## src/rtl/ex_muldiv_unit.sv

```systemverilog
// Iterative MULT/MULTU/DIV/DIVU unit for the EX stage with HI/LO registers.
// Fixed WIDTH+1 cycle latency; stalls earlier stages via busy while an op runs.
module ex_muldiv_unit #(
    parameter int WIDTH = 32
) (
    input  logic             clk,
    input  logic             reset,
    input  logic             start,
    input  logic [1:0]       op,
    input  logic [WIDTH-1:0] Read_Data_1_EX,
    input  logic [WIDTH-1:0] Read_Data_2_EX,
    input  logic             flush,
    input  logic             mthi_we,
    input  logic             mtlo_we,
    output logic             busy,
    output logic             done,
    output logic [WIDTH-1:0] hi,
    output logic [WIDTH-1:0] lo
);

    localparam int CW = $clog2(WIDTH);

    typedef enum logic [1:0] {
        S_IDLE = 2'd0,
        S_RUN  = 2'd1,
        S_FIX  = 2'd2
    } state_t;

    state_t           state_q, state_d;
    logic [CW-1:0]    count_q, count_d;
    logic             is_div_q, is_div_d;
    logic             neg_q, neg_d;
    logic             rem_neg_q, rem_neg_d;
    logic [WIDTH-1:0] mcand_q, mcand_d;
    logic [WIDTH-1:0] rs_q, rs_d;
    logic [WIDTH-1:0] acc_q, acc_d;
    logic [WIDTH-1:0] quo_q, quo_d;
    logic [WIDTH-1:0] hi_q, hi_d;
    logic [WIDTH-1:0] lo_q, lo_d;
    logic             busy_q, busy_d;
    logic             done_q, done_d;

    logic             signed_op_s;
    logic             rs_neg_s, rt_neg_s;
    logic [WIDTH-1:0] rs_mag_s, rt_mag_s;
    logic [WIDTH:0]   mul_sum_s;
    logic [WIDTH:0]   div_shift_s;
    logic             div_ge_s;
    logic [WIDTH-1:0] div_diff_s;
    logic [2*WIDTH-1:0] prod_s, prod_fix_s;
    logic [WIDTH-1:0] quot_fix_s, rem_fix_s;

    // Operand magnitudes and one iteration of shift-add / restoring divide
    always_comb begin
        signed_op_s = ~op[0];
        rs_neg_s    = signed_op_s & Read_Data_1_EX[WIDTH-1];
        rt_neg_s    = signed_op_s & Read_Data_2_EX[WIDTH-1];
        rs_mag_s    = rs_neg_s ? (-Read_Data_1_EX) : Read_Data_1_EX;
        rt_mag_s    = rt_neg_s ? (-Read_Data_2_EX) : Read_Data_2_EX;
        mul_sum_s   = {1'b0, acc_q} + (quo_q[0] ? {1'b0, mcand_q} : {(WIDTH+1){1'b0}});
        div_shift_s = {acc_q, quo_q[WIDTH-1]};
        div_ge_s    = (div_shift_s >= {1'b0, mcand_q});
        // A successful subtract always leaves a remainder below the divisor
        div_diff_s  = div_shift_s[WIDTH-1:0] - mcand_q;
        prod_s      = {acc_q, quo_q};
        prod_fix_s  = neg_q ? (-prod_s) : prod_s;
        quot_fix_s  = neg_q ? (-quo_q) : quo_q;
        rem_fix_s   = rem_neg_q ? (-acc_q) : acc_q;
    end

    // Next-state and datapath control
    always_comb begin
        state_d   = state_q;
        count_d   = count_q;
        is_div_d  = is_div_q;
        neg_d     = neg_q;
        rem_neg_d = rem_neg_q;
        mcand_d   = mcand_q;
        rs_d      = rs_q;
        acc_d     = acc_q;
        quo_d     = quo_q;
        hi_d      = hi_q;
        lo_d      = lo_q;
        busy_d    = busy_q;
        done_d    = 1'b0;
        case (state_q)
            S_IDLE: begin
                if (start && !flush) begin
                    state_d   = S_RUN;
                    count_d   = '0;
                    busy_d    = 1'b1;
                    is_div_d  = op[1];
                    neg_d     = rs_neg_s ^ rt_neg_s;
                    rem_neg_d = rs_neg_s;
                    rs_d      = Read_Data_1_EX;
                    acc_d     = '0;
                    mcand_d   = op[1] ? rt_mag_s : rs_mag_s;
                    quo_d     = op[1] ? rs_mag_s : rt_mag_s;
                end else if (!start) begin
                    if (mthi_we) begin
                        hi_d = Read_Data_1_EX;
                    end else begin
                        hi_d = hi_q;
                    end
                    if (mtlo_we) begin
                        lo_d = Read_Data_1_EX;
                    end else begin
                        lo_d = lo_q;
                    end
                end else begin
                    state_d = S_IDLE;
                end
            end
            S_RUN: begin
                if (flush) begin
                    state_d = S_IDLE;
                    busy_d  = 1'b0;
                    count_d = '0;
                end else begin
                    if (is_div_q) begin
                        acc_d = div_ge_s ? div_diff_s : div_shift_s[WIDTH-1:0];
                        quo_d = {quo_q[WIDTH-2:0], div_ge_s};
                    end else begin
                        acc_d = mul_sum_s[WIDTH:1];
                        quo_d = {mul_sum_s[0], quo_q[WIDTH-1:1]};
                    end
                    if (count_q == CW'(WIDTH-1)) begin
                        state_d = S_FIX;
                        count_d = '0;
                    end else begin
                        count_d = count_q + CW'(1);
                    end
                end
            end
            S_FIX: begin
                state_d = S_IDLE;
                busy_d  = 1'b0;
                if (flush) begin
                    done_d = 1'b0;
                end else if (!is_div_q) begin
                    done_d = 1'b1;
                    hi_d   = prod_fix_s[2*WIDTH-1:WIDTH];
                    lo_d   = prod_fix_s[WIDTH-1:0];
                end else if (mcand_q == '0) begin
                    // Divide by zero: hand back the raw dividend, all-ones quotient
                    done_d = 1'b1;
                    hi_d   = rs_q;
                    lo_d   = {WIDTH{1'b1}};
                end else begin
                    done_d = 1'b1;
                    hi_d   = rem_fix_s;
                    lo_d   = quot_fix_s;
                end
            end
            default: begin
                state_d = S_IDLE;
                busy_d  = 1'b0;
                count_d = '0;
            end
        endcase
    end

    // State and datapath registers with synchronous reset
    always_ff @(posedge clk) begin
        if (reset) begin
            state_q   <= S_IDLE;
            count_q   <= '0;
            is_div_q  <= 1'b0;
            neg_q     <= 1'b0;
            rem_neg_q <= 1'b0;
            mcand_q   <= '0;
            rs_q      <= '0;
            acc_q     <= '0;
            quo_q     <= '0;
            hi_q      <= '0;
            lo_q      <= '0;
            busy_q    <= 1'b0;
            done_q    <= 1'b0;
        end else begin
            state_q   <= state_d;
            count_q   <= count_d;
            is_div_q  <= is_div_d;
            neg_q     <= neg_d;
            rem_neg_q <= rem_neg_d;
            mcand_q   <= mcand_d;
            rs_q      <= rs_d;
            acc_q     <= acc_d;
            quo_q     <= quo_d;
            hi_q      <= hi_d;
            lo_q      <= lo_d;
            busy_q    <= busy_d;
            done_q    <= done_d;
        end
    end

    assign busy = busy_q;
    assign done = done_q;
    assign hi   = hi_q;
    assign lo   = lo_q;

endmodule

```

## config.mk

```make
export PLATFORM = sky130hd
export DESIGN_NAME = ex_muldiv_unit
export DESIGN_NICKNAME = d
export VERILOG_FILES = /design/src/rtl/ex_muldiv_unit.sv
export SDC_FILE = /design/constraint.sdc
export NUM_CORES = 1
export LEC_CHECK = 0
export CORE_MARGIN = 1
export CORE_UTILIZATION = 35
export DETAILED_ROUTE_END_ITERATION = 12
export GPL_ROUTABILITY_DRIVEN = 0
export HOLD_SLACK_MARGIN = 0.12
export PLACE_DENSITY = 0.63
export SLEW_MARGIN = 20
export SYNTH_ARGS = -nofsm -noshare
export SYNTH_HDL_FRONTEND = slang
export SYNTH_SLANG_ARGS = --single-unit
```

## constraint.sdc

```tcl
create_clock -name clk -period 4.1 [get_ports clk]
set_clock_uncertainty 0.15 [all_clocks]
set_input_delay 0.615 -clock clk [delete_from_list [all_inputs] [get_ports clk]]
set_output_delay 0.615 -clock clk [all_outputs]
set_load 0.02 [all_outputs]
```

# Word-level counts from Yosys, hierarchy flattened
# Index checks and enable logic that the tools add are counted.
classes:
  add_sub_neg: 8
  magnitude_cmp: 1
  n_eq_ne: 13
  muxes: 44
  bitwise_logic: 5
  n_reduce_logical: 14
ops:
  columns: ["op", "n"]
  rows:
  - ["32-bit 2-to-1 mux", 26]
  - ["32-bit case mux with 2 select lines", 4]
  - ["32-bit negation", 4]
  - ["64-bit 2-to-1 mux", 1]
  - ["64-bit negation", 1]
  - ["32-bit by 32-bit adder with 33-bit output", 1]
  - ["33-bit by 32-bit >= comparator with 1-bit output", 1]
  - ["32-bit logical NOT", 1]
  - ["32-bit subtractor", 1]
  - ["2-bit != test (second input constant)", 8]
  - ["5-bit 2-to-1 mux", 3]
  - ["5-bit case mux with 3 select lines", 1]
  - ["5-bit AND reduction", 2]
  - ["2-bit 2-to-1 mux", 4]
  - ["2-bit AND reduction", 4]
  - ["3-bit != test (second input constant)", 2]
  - ["5-bit by 1-bit adder with 5-bit output (second input constant)", 1]
  - ["5-bit == test (second input constant)", 1]
  - ["2-bit case mux with 2 select lines", 1]
  - ["2-bit nonzero test", 2]
  - ["1-bit 2-to-1 mux", 3]
  - ["3-bit AND reduction", 1]
  - ["1-bit bitwise AND", 2]
  - ["2-bit by 1-bit == test with 1-bit output (second input constant)", 1]
  - ["8 further kinds", 9]
totals:
  reg_bits: 204
  in_bits: 72
  out_inout_bits: 66
  elab_cells: 98

# Longest topological paths before layout
# Gate-level depths: netlist of the first run.
depth:
  ltp_word: 6
  ltp_mapped: 14
  mapped_depth_nobuf: 13

# Worst setup path before layout of the first run
# Ideal clock, no wire load.
synth_path:
  path_type: "reg2reg"
  startpoint: "reg quo_q[0]"
  endpoint: "reg hi_q[20], in the netlist hi[20]"
  setup_ns: 0.132
  arrival_time_ns: 3.134
  required_time_ns: 3.818
  path_slack_ns: 0.684
  stages_incl_launch_ff: 13
  path_buffers: 1
  period_less_slack_ns: 3.416
  path_cell_list: "dfxtp_1 inv_1 clkbuf_1 ha_1 or3b_2 or3_1 nor4_4 nand2_1 o21ai_0 xor2_1 nor3_1 a2111oi_0 nor3_1"
synth_via:
  elab_chain_len: 5
synth_rtl:
  columns: ["element", "line", "text"]
  rows:
  - ["from (decl)", "37", "logic [WIDTH-1:0] quo_q, quo_d;"]
  - ["from (signal assigned)", "188", "quo_q <= quo_d;"]
  - ["64-bit negation", "66", "prod_fix_s = neg_q ? (-prod_s) : prod_s;"]
  - ["64-bit 2-to-1 mux", "66", null]
  - ["32-bit 2-to-1 mux", "140", "end else if (!is_div_q) begin"]
  - ["32-bit 2-to-1 mux", "138", "if (flush) begin"]
  - ["32-bit case mux with 2 select lines", "86", "case (state_q)"]
  - ["to (signal assigned)", "189", "hi_q <= hi_d;"]
  - ["to (decl)", "38", "logic [WIDTH-1:0] hi_q, hi_d;"]
# Every way passes these cells. The select of a mux whose other input is x is not followed.
# A chain may end at the register's enable or synchronous reset.

# Final worst setup path of the first run
layout_path:
  startpoint: "reg acc_q[8]"
  endpoint: "reg hi_q[30], in the netlist hi[30]"
layout_via:
  elab_chain_len: 6
  word_cells_on_any_way: 8
  cone_classes: "2 x add/sub; 6 x mux"
layout_rtl:
  columns: ["element", "line", "text"]
  rows:
  - ["from (decl)", "36", "logic [WIDTH-1:0] acc_q, acc_d;"]
  - ["from (signal assigned)", "173", "acc_q <= '0;"]
  - ["from (signal assigned)", "187", "acc_q <= acc_d;"]
  - ["32-bit negation", "68", "rem_fix_s = rem_neg_q ? (-acc_q) : acc_q;"]
  - ["32-bit 2-to-1 mux", "68", null]
  - ["32-bit 2-to-1 mux", "144", "end else if (mcand_q == '0) begin"]
  - ["32-bit 2-to-1 mux *", "140", null]
  - ["32-bit 2-to-1 mux *", "138", null]
  - ["32-bit case mux with 2 select lines *", "86", null]
# Mark *: on every way between the ends. The rest lies on a longest branch, timed or not. The select of a mux whose other input is x is not followed.

==> metrics.csv, run 1 <==
metric,value,unit
total global-route track usage,26.8,%
arrival time reported for the critical path endpoint,4.20,ns
flip-flop and latch count after synthesis,204,
buffer and inverter count on the worst path,0,
"Max FO, Critical Path",9,
clk root buf,sky130_fd_sc_hd__clkbuf_16,
top flip-flop cell by instance count after synthesis,sky130_fd_sc_hd__dfxtp_1,
Max Cap Violations,0,
core region area,47000,um2
Nets,2563,
flop-to-flop setup slack,0.24,ns
Layout Cell Area excl Fill,19900,um2
"Avg Cell Area, Syn",7.20,um2
initial standard-cell utilization of the core,35.9,%
die extent in x,221,um
worst hold slack,0.239,ns
"commonest non-fill, non-tap cell in the layout",sky130_fd_sc_hd__nand2_1,
endpoint kind of the worst setup timing path,flip-flop,
sum of net half-perimeters after detailed placement,52300,um
capture point of the worst reg-to-reg path,hi[30]$_SDFFE_PP0P_,
"FFs w/ async S/R, synth",0,%
number of H-tree branching levels,1,
depth of the worst hold-timing path,2,
setup tns final,0,ns
Hold Path Class,input pin to flip-flop,
P&R area growth vs syn,18.3,%
sequential fraction of the synthesis area,24.3,%
unrepaired setup endpoints after global routing,false,
maximum vdd ir drop,0.000245,V
Placement Cell Area,19100,um2
cell chain of the critical path,or4_1 > nor4_1 > nand3_1 > or4_1 > or3_1 > a21oi_1 > o22ai_1 > o21ai_0 > a22o_1,
DRT iter0 DRCs,2038,
number of remaining DRC errors,0,
Clock Tree Buf Depth,3,
"commonest cells after routing, fill and taps aside","285 x sky130_fd_sc_hd__nand2_1, 233 x sky130_fd_sc_hd__a21oi_1, 231 x sky130_fd_sc_hd__nor2_1",
Total Wirelength,68100,um
vias in the first global route,17500,
cts hold-fix bufs,0,
Avg Vias per Cell,6.08,
transition time at the pin with the least slew margin,0.994,ns
Die Span Y,221,um
Final setup viols,0,
cell count after synthesis,2339,
aggregate global routing overflow,0,
Static Leakage,7.59,nW
warning count from the yosys run,0,
total inserted antenna cells,0,
share of final-layout standard cells stronger than drive strength 1,8.25,%
pin count of the biggest net entering global routing,104,
total power divided by cell area,301,nW/um2
CP startpoint kind,flip-flop,
result of the run,completed,
1st-pass router iterations,6,
max_slew headroom,33.7,%
first-pass GRT wire length,103000,um
netlist area before placement,16800,um2
"antenna viol nets, final",0,
I/O pins,138,
Synthesized Nets,2483,
category of cells accounting for the largest share of critical-path delay,simple AND/OR/NAND/NOR gates,
number of buffers added by the clock tree synthesis step,23,
hold violation count in the final report,0,
worst-case setup margin in the final layout,0.243,ns
number of vias after detailed routing,18500,
detailed-route wire length per cell,22.4,um
clock input transition at the sequential cells of the worst setup and hold paths,0.06,ns
fin. max-slew vios,0,
antenna violations before repair,0,
"Clk Latency, worst-skew pair",0.57,ns
shortest period the worst path allows,3.86,ns
origin of the critical flop-to-flop path,acc_q[8]$_SDFFE_PP0P_,
floorplan die area,49000,um2
clock tree from TritonCTS,yes,
worst-case reg-to-reg path depth,9,
Final period util,94.1,%
number of port buffers,137,
area of all sequential standard cells,4090,um2
end of the worst hold path,rs_q[4]$_SDFFE_PP0P_,
cell repeated most along the worst path,sky130_fd_sc_hd__or4_1,
minimum setup slack after placement,0.228,ns
critical path required time,4.44,ns
Num Clock Sinks,204,
maximum frequency from static timing analysis,259,MHz
area occupied by multi-input gates,11800,um2
number of placement rows,79,
Filler Cells Inserted,4800,
largest stage delay on the critical path,0.66,ns
CP max stage cell,sky130_fd_sc_hd__or4_1,
Netlist cell types,77,
number of flops mapped to enable cells by yosys,0,
worst hold path startpoint,reset,
Critical Setup Path Class,flip-flop to flip-flop,
==> worst max path at each step <==
stage / startpoint / end / slack [ns] / cells past startpoint
after detailed placement: Read_Data_2_EX[10] / quo_q[28]$_SDFFE_PP0P_ / 0.23 / 9
after CTS: quo_q[0]$_SDFFE_PP0P_ / acc_q[30]$_SDFFE_PP0P_ / 0.31 / 13
final: acc_q[8]$_SDFFE_PP0P_ / hi[30]$_SDFFE_PP0P_ / 0.24 / 9
after floorplan: quo_q[0]$_SDFFE_PP0P_ / hi[20]$_SDFFE_PP0P_ / 0.68 / 12
after global placement: Read_Data_2_EX[10] / quo_q[28]$_SDFFE_PP0P_ / 0.25 / 9
after global routing: acc_q[0]$_SDFFE_PP0P_ / acc_q[25]$_SDFFE_PP0P_ / 0.11 / 12
==> flip-flops by register name (all words and copies together) (netlist names) <==
register,cells
acc_q,32
hi,32
lo,32
mcand_q,32
quo_q,32
rs_q,32
count_q,5
state_q,2
busy,1
done,1
is_div_q,1
neg_q,1
rem_neg_q,1
==> final cells by class <==
class / instances / share of cell area (%)
Clock buffer: 31 / 3.29
Clock inverter: 11 / 0.741
Inverter: 68 / 1.28
Multi-Input combinational cell: 1877 / 59.2
Sequential cell: 204 / 20.5
Tap cell: 607 / 3.81
Timing Repair Buffer: 245 / 11.2
==> cells by family after synthesis <==
logic type               after synthesis  synth area share, %
multiplexers                          75                 4.53
flip-flops                           204                 24.3
adder cells (fa/ha/maj)               72                 5.44
XOR/XNOR                             183                 9.52
AND/OR/NAND/NOR                      801                 22.0
AO/OA/AOI/OAI                        746                 28.3
buffers and inverters                258                 5.90
==> repair_timing <==
item                                    in CTS  in global routing
hold endpoints to repair                     0                  0
endpoints found under the setup margin       0                  1
buffers inserted                             0                  0
resized for setup                            0                  1
==> metrics by stage <==
step	std cells	utilization (%)	power (W)
6_report	3043	42.4	0.00600
5_1_grt	3043	42.4	0.00621
4_1_cts	3043	42.4	0.00597
3_5_place_dp	3001	40.7	0.00374
3_3_place_gp	3001	40.7	0.00372
2_1_floorplan	2339	-	0.00312
==> synth_stat cells, types with 44 or more instances <==
cell	number	area, um2
sky130_fd_sc_hd__inv_1	67	251
sky130_fd_sc_hd__a211oi_1	44	330
sky130_fd_sc_hd__o21ai_0	157	786
sky130_fd_sc_hd__mux2i_1	65	651
sky130_fd_sc_hd__dfxtp_1	204	4080
sky130_fd_sc_hd__clkbuf_1	172	646
sky130_fd_sc_hd__nor2_1	234	878
sky130_fd_sc_hd__nand2_1	285	1070
sky130_fd_sc_hd__xor2_1	93	815
sky130_fd_sc_hd__o211ai_1	53	398
sky130_fd_sc_hd__ha_1	70	876
sky130_fd_sc_hd__xnor2_1	90	788
sky130_fd_sc_hd__nor3_1	69	345
sky130_fd_sc_hd__a21oi_1	233	1170
==> power breakdown <==
part / switching, W / internal (W)
combinational: 0.000949 / 0.000603
clock: 0.000935 / 0.00132
sequential: 0.000115 / 0.00208
total: 0.00200 / 0.00400
==> per-layer routing <==
metal	share of wire, %	up-vias	GRT usage, %
met1	41	8759	34.0
met4	5.0	2	12.7
met3	10	191	7.22
met5	0.078	-	0.782
met2	44	952	41.9
li1	-	8602	-
No activity file was read; power rests on OpenSTA's default activity.
==> inputs of run 2 (changes only) <==
- ABC_CLOCK_PERIOD_IN_PS: default -> 4100
==> results of run 2 <==
The final DEF is identical to that of run 1; final timing and power are the same.
